--- config.mk ---
export PLATFORM = sky130hd
export DESIGN_NAME = stage_if_fetch
export DESIGN_NICKNAME = d
export VERILOG_FILES = /design/src/rtl/stage_if_fetch.sv
export SDC_FILE = /design/constraint.sdc
export NUM_CORES = 1
export LEC_CHECK = 0
export CORE_MARGIN = 2
export CORE_UTILIZATION = 39
export DETAILED_ROUTE_END_ITERATION = 10
export PLACE_DENSITY = 0.68
export SLEW_MARGIN = 20
export SYNTH_ARGS = -nofsm -noshare
export SYNTH_HDL_FRONTEND = slang
export SYNTH_SLANG_ARGS = --single-unit
--- constraint.sdc ---
create_clock -name clock -period 3.75 [get_ports clock]
set_clock_uncertainty 0.1 [all_clocks]
set_input_delay 0.5625 -clock clock [delete_from_list [all_inputs] [get_ports clock]]
set_output_delay 0.5625 -clock clock [all_outputs]
set_load 0.01 [all_outputs]
--- src/rtl/stage_if_fetch.sv ---
// MIPS instruction fetch. Holds the PC, keeps one imem request outstanding and parks each returned word in a one-entry slot. IF_DELAY_SLOT_EN selects delay-slot branch redirects.
// Latency: with zero-wait memory, a request issued in cycle N gives a valid slot word from cycle N+2.
// Backpressure: stall[1] holds the slot and stall[0] blocks new requests. A word already in flight is always captured.
module stage_if_fetch #(
   parameter logic [31:0] RESET_PC = 32'h0000_0000
) (
   input  logic        clock,
   input  logic        reset,
   input  logic [5:0]  stall,
   input  logic        branch_enable,
   input  logic [31:0] branch_target,
   output logic        imem_request,
   output logic [31:0] imem_address,
   input  logic        imem_ready,
   input  logic        imem_valid,
   input  logic [31:0] imem_read_data,
   output logic [31:0] if_register_pc_read_data,
   output logic [31:0] if_instruction,
   output logic        stall_request
);

   typedef enum logic {ST_FETCH, ST_WAIT} state_t;

   state_t      state;
   logic [31:0] pc;
   logic        slot_valid;
   logic [31:0] slot_pc;
   logic [31:0] slot_instr;
   logic [31:0] inflight_pc;
   logic        kill;

   logic        consume;
   logic        fire;
   logic        response;
   logic        flush_slot;
   logic [31:0] pc_nxt;
   logic        kill_nxt;

`ifdef IF_DELAY_SLOT_EN
   logic        redirect_pending;
   logic [31:0] redirect_target;
   logic        redirect_pending_nxt;
   logic [31:0] redirect_target_nxt;
`endif

   // Only the freeze and latch-hold bits concern this stage.
   logic unused_stall_bits;
   assign unused_stall_bits = ^stall[5:2];

   assign consume  = slot_valid & ~stall[1];
   assign imem_request = reset & (state == ST_FETCH) & ~stall[0] & (~slot_valid | ~stall[1]);
   assign fire     = imem_request & imem_ready;
   assign response = (state == ST_WAIT) & imem_valid;

   assign imem_address             = pc;
   assign if_register_pc_read_data = slot_valid ? slot_pc : 32'h0;
   assign if_instruction           = slot_valid ? slot_instr : 32'h0;
   assign stall_request            = ~slot_valid;

   always_comb begin
      pc_nxt     = pc;
      kill_nxt   = kill;
      flush_slot = 1'b0;
`ifdef IF_DELAY_SLOT_EN
      redirect_pending_nxt = redirect_pending;
      redirect_target_nxt  = redirect_target;
`endif
      if (response)
         kill_nxt = 1'b0;

`ifdef IF_DELAY_SLOT_EN
      if (fire) begin
         if (redirect_pending) begin
            pc_nxt               = redirect_target;
            redirect_pending_nxt = 1'b0;
         end else begin
            pc_nxt = pc + 32'd4;
         end
      end
      if (branch_enable) begin
         // The request still waiting at pc is the delay slot, so the redirect is deferred until it issues.
         if ((state == ST_FETCH) && !slot_valid && !fire) begin
            redirect_pending_nxt = 1'b1;
            redirect_target_nxt  = branch_target;
         end else begin
            pc_nxt               = branch_target;
            redirect_pending_nxt = 1'b0;
         end
         // The consumed slot word was the delay slot, so a request accepted now is wrong-path.
         if (consume && fire)
            kill_nxt = 1'b1;
      end
`else
      if (fire)
         pc_nxt = pc + 32'd4;
      if (branch_enable) begin
         pc_nxt     = branch_target;
         flush_slot = 1'b1;
         // A word returning this very cycle is dropped by the flush, so no kill is needed for it.
         if (((state == ST_WAIT) && !imem_valid) || fire)
            kill_nxt = 1'b1;
      end
`endif
   end

   always_ff @(posedge clock or negedge reset) begin
      if (!reset) begin
         state       <= ST_FETCH;
         pc          <= RESET_PC;
         slot_valid  <= 1'b0;
         slot_pc     <= 32'h0;
         slot_instr  <= 32'h0;
         inflight_pc <= 32'h0;
         kill        <= 1'b0;
`ifdef IF_DELAY_SLOT_EN
         redirect_pending <= 1'b0;
         redirect_target  <= 32'h0;
`endif
      end else begin
         pc   <= pc_nxt;
         kill <= kill_nxt;
`ifdef IF_DELAY_SLOT_EN
         redirect_pending <= redirect_pending_nxt;
         redirect_target  <= redirect_target_nxt;
`endif
         if (response && !kill && !flush_slot) begin
            slot_valid <= 1'b1;
            slot_pc    <= inflight_pc;
            slot_instr <= imem_read_data;
         end else if (consume || flush_slot) begin
            slot_valid <= 1'b0;
         end

         case (state)
            ST_FETCH: begin
               if (fire) begin
                  inflight_pc <= pc;
                  state       <= ST_WAIT;
               end
            end
            ST_WAIT: begin
               if (imem_valid)
                  state <= ST_FETCH;
            end
            default: state <= ST_FETCH;
         endcase
      end
   end

endmodule

==> results.md <==
- Run status: completed
- Proportion of register bits with asynchronous set or reset after synthesis: 100%
- Number of hold buffers added after cts: 0
- Worst slew margin relative to its limit: 33.7%
- Core area: 15100 um2
- Hpwl dp: roughly 9900 um
- Final Max Tran Viols: 0
- Worst hold-check path type: in2async
- Overall routing resource usage: 18.6%
- Final period utilization: 81.3%
- Total congestion overflow after global routing: 0
- Slew at the pin closest to its max-slew limit: 995 ps
- Total vias in the final route: roughly 4200
- Type of the setup path with the least slack: reg2out
- Die W: 128 um
- Final setup vio count: 0
- Worst endpoint data arrival time: 2380 ps
- Mean instance size in the synthesized netlist: 12.5 um2
- Die Outline Area: 16500 um2
- Max capacitance violation total: 0
- YS warnings: 0
- Pre-CTS WS: 1060 ps
- Setup Total Neg Slack: 0 ps
- Number of core rows: 45
- Routability cong.: 0.815
- Flop and latch count out of synthesis: 131
- Mean number of vias per cell: around 5.0
- Fmax: ~330 MHz
- Buffer count from post-CTS setup fixing: 0
- Initial core utilization: 39.8%
- Most instantiated flip-flop cell in the synthesis netlist: dfrtp_1
- Residual DRC count: 0
- RSZ-0062 raised after global routing: no
- Min cycle time layout: ~3000 ps
- Maximum number of buffers from clock root to sink: 2
- Resized cells post-CTS: 0
- H-tree depth reported by CTS: 4
- Share of final-layout standard cells stronger than drive strength 1: 23.4%
- Leakage power summed over all cells: 3.55 nW
- Wire length of the first global-routing pass: about 24000 um
- Syn Nets: 560
- DIE HEIGHT: 128 um
- Maximum fanout count along the critical path: between 60 and 70
- Number of enable flip-flop cells after synthesis: 0
- Worst Slack Setup Final: 703 ps
- Number of ports placed on the die boundary: approximately 170
- Area overhead of the layout relative to synthesis: 40.6%
- Number of global-route vias before repair: 4490
- Final-report hold violation count: 0
- Diode count: 0
- CTS Buf Count: 17
- Number of nets in the layout: 725
- Worst setup SP type: flop
- Antenna violations before repair: 0
- Clock sink count: roughly 130
- Average wire per standard cell: about 17 um
- Depth of the worst register-to-register path: 6
- Worst IR Drop VDD: 0.334 mV
- Clock latency of the later-clocked register in the worst-skew pair: ~400 ps
- Number of standard cells after synthesis: 484
- Count of unique library cells instantiated by Yosys: 36
- Number of detailed-route iterations in the first pass: 4
- Leading cell type in the layout, fill and taps excluded: clkdlybuf4s50_1
- Most used cells in the layout excluding fill and tap cells: clkdlybuf4s50_1, dfrtp_1, mux2_2, and2_1, nand2_1
- Final WL: 14400 um
- Sequential fraction of the synthesis area: 54.4%
- Largest net degree at the start of global routing: 72
- Clock transition time at the flip-flop clock pins of the worst setup and hold paths: 60 ps
- Quantity of I/O buffers inserted on ports: ~170
- Detailed Route Iter0 Violations: 224
- Data required time of the critical path: 3090 ps
- Clock root buffer: clkbuf_16
- Remaining antenna violation count: 0
- TritonCTS clock tree: built
- Endpoint type of the worst setup path: output pin
- Cell area after synthesis: 6030 um2
- Total power per unit cell area: between 500 and 600 nW/um2
-- flip-flops by register name (all words and copies together) (netlist names) --
name,flops
kill,1
inflight_pc,32
slot_valid,1
state,1
imem_address,32
slot_instr,32
slot_pc,32
-- routing by layer --
layer	track usage, %	share of wire, %
met1	23.9	43
met2	30.4	50
met3	4.74	4.9
met5	0	0
met4	7.11	2.0
-- metrics by stage --
stage / cells / area, um2 / utilization (%) / total power, mW / hold WS [ps]
6_report: 850 / 8480 / 56.0 / 4.61 / 291
5_1_grt: 850 / 8480 / 56.0 / 4.87 / 363
4_1_cts: 850 / 8480 / 56.0 / 4.66 / 303
3_5_place_dp: 818 / 7850 / 51.8 / 2.89 / 388
3_3_place_gp: 818 / 7850 / 51.8 / 2.83 / 381
2_1_floorplan: 484 / 6030 / - / 2.53 / 167
-- final timing paths --
| kind | startpoint | end | slack (ps) |
|---|---|---|---|
| worst max-delay path | slot_valid | imem_request | 700 |
| worst min-delay path | reset | state | 290 |
| worst max register to register | slot_valid | imem_address[8] | 1260 |
| worst min register to register | slot_pc[19] | slot_pc[19] | 400 |
| max in group asynchronous | reset | inflight_pc[15] | 1950 |
| min in group clock | slot_pc[19] | slot_pc[19] | 400 |
-- logic make-up after synthesis --
family / synth area share, %
AO/OA/AOI/OAI: 2.72
XOR/XNOR: 4.21
adder cells (fa/ha/maj): 0.207
buffers and inverters: 2.90
flip-flops: 54.4
multiplexers: 18.8
AND/OR/NAND/NOR: 16.8
-- critical path: stages, from the launching register on --
cell and delay, ps:
dfrtp_2 770, and2_1 350, nor3_1 260, clkdlybuf4s50_1 590
-- synthesized netlist by cell type (3+ instances only) --
master,n,share of area [%]
nand4_1,9,0.93
and3_1,3,0.31
and4_1,3,0.44
and4_2,3,0.50
o21ai_1,7,0.58
nand3_1,9,0.75
nand3_4,3,0.87
xnor2_1,17,2.5
inv_1,4,0.25
buf_2,9,0.75
clkbuf_1,12,0.75
o21ai_0,21,1.7
nor4_1,3,0.31
xor2_1,12,1.7
mux2_2,100,19
buf_4,4,0.50
dfrtp_1,131,54
nor3_1,7,0.58
and2_1,68,7.1
nand2_1,37,2.3
-- final cells by class --
| cell class | count | area (um2) |
|---|---|---|
| clock buffers | 23 | 478 |
| well taps | 188 | 235 |
| multi-input cells | 320 | 2590 |
| inverters | 4 | 15.0 |
| repair buffers | 175 | 1730 |
| fillers | 1253 | 6670 |
| flip-flops and latches | 131 | 3280 |
| clock inverters | 9 | 151 |
-- report_power, final --
part	switching, mW	total, mW	internal [mW]
registers	0.244	2.10	1.86
clock network	0.592	1.76	1.16
logic	0.255	0.756	0.501
total	1.09	4.61	3.52
(Power assumes the default switching activity.)
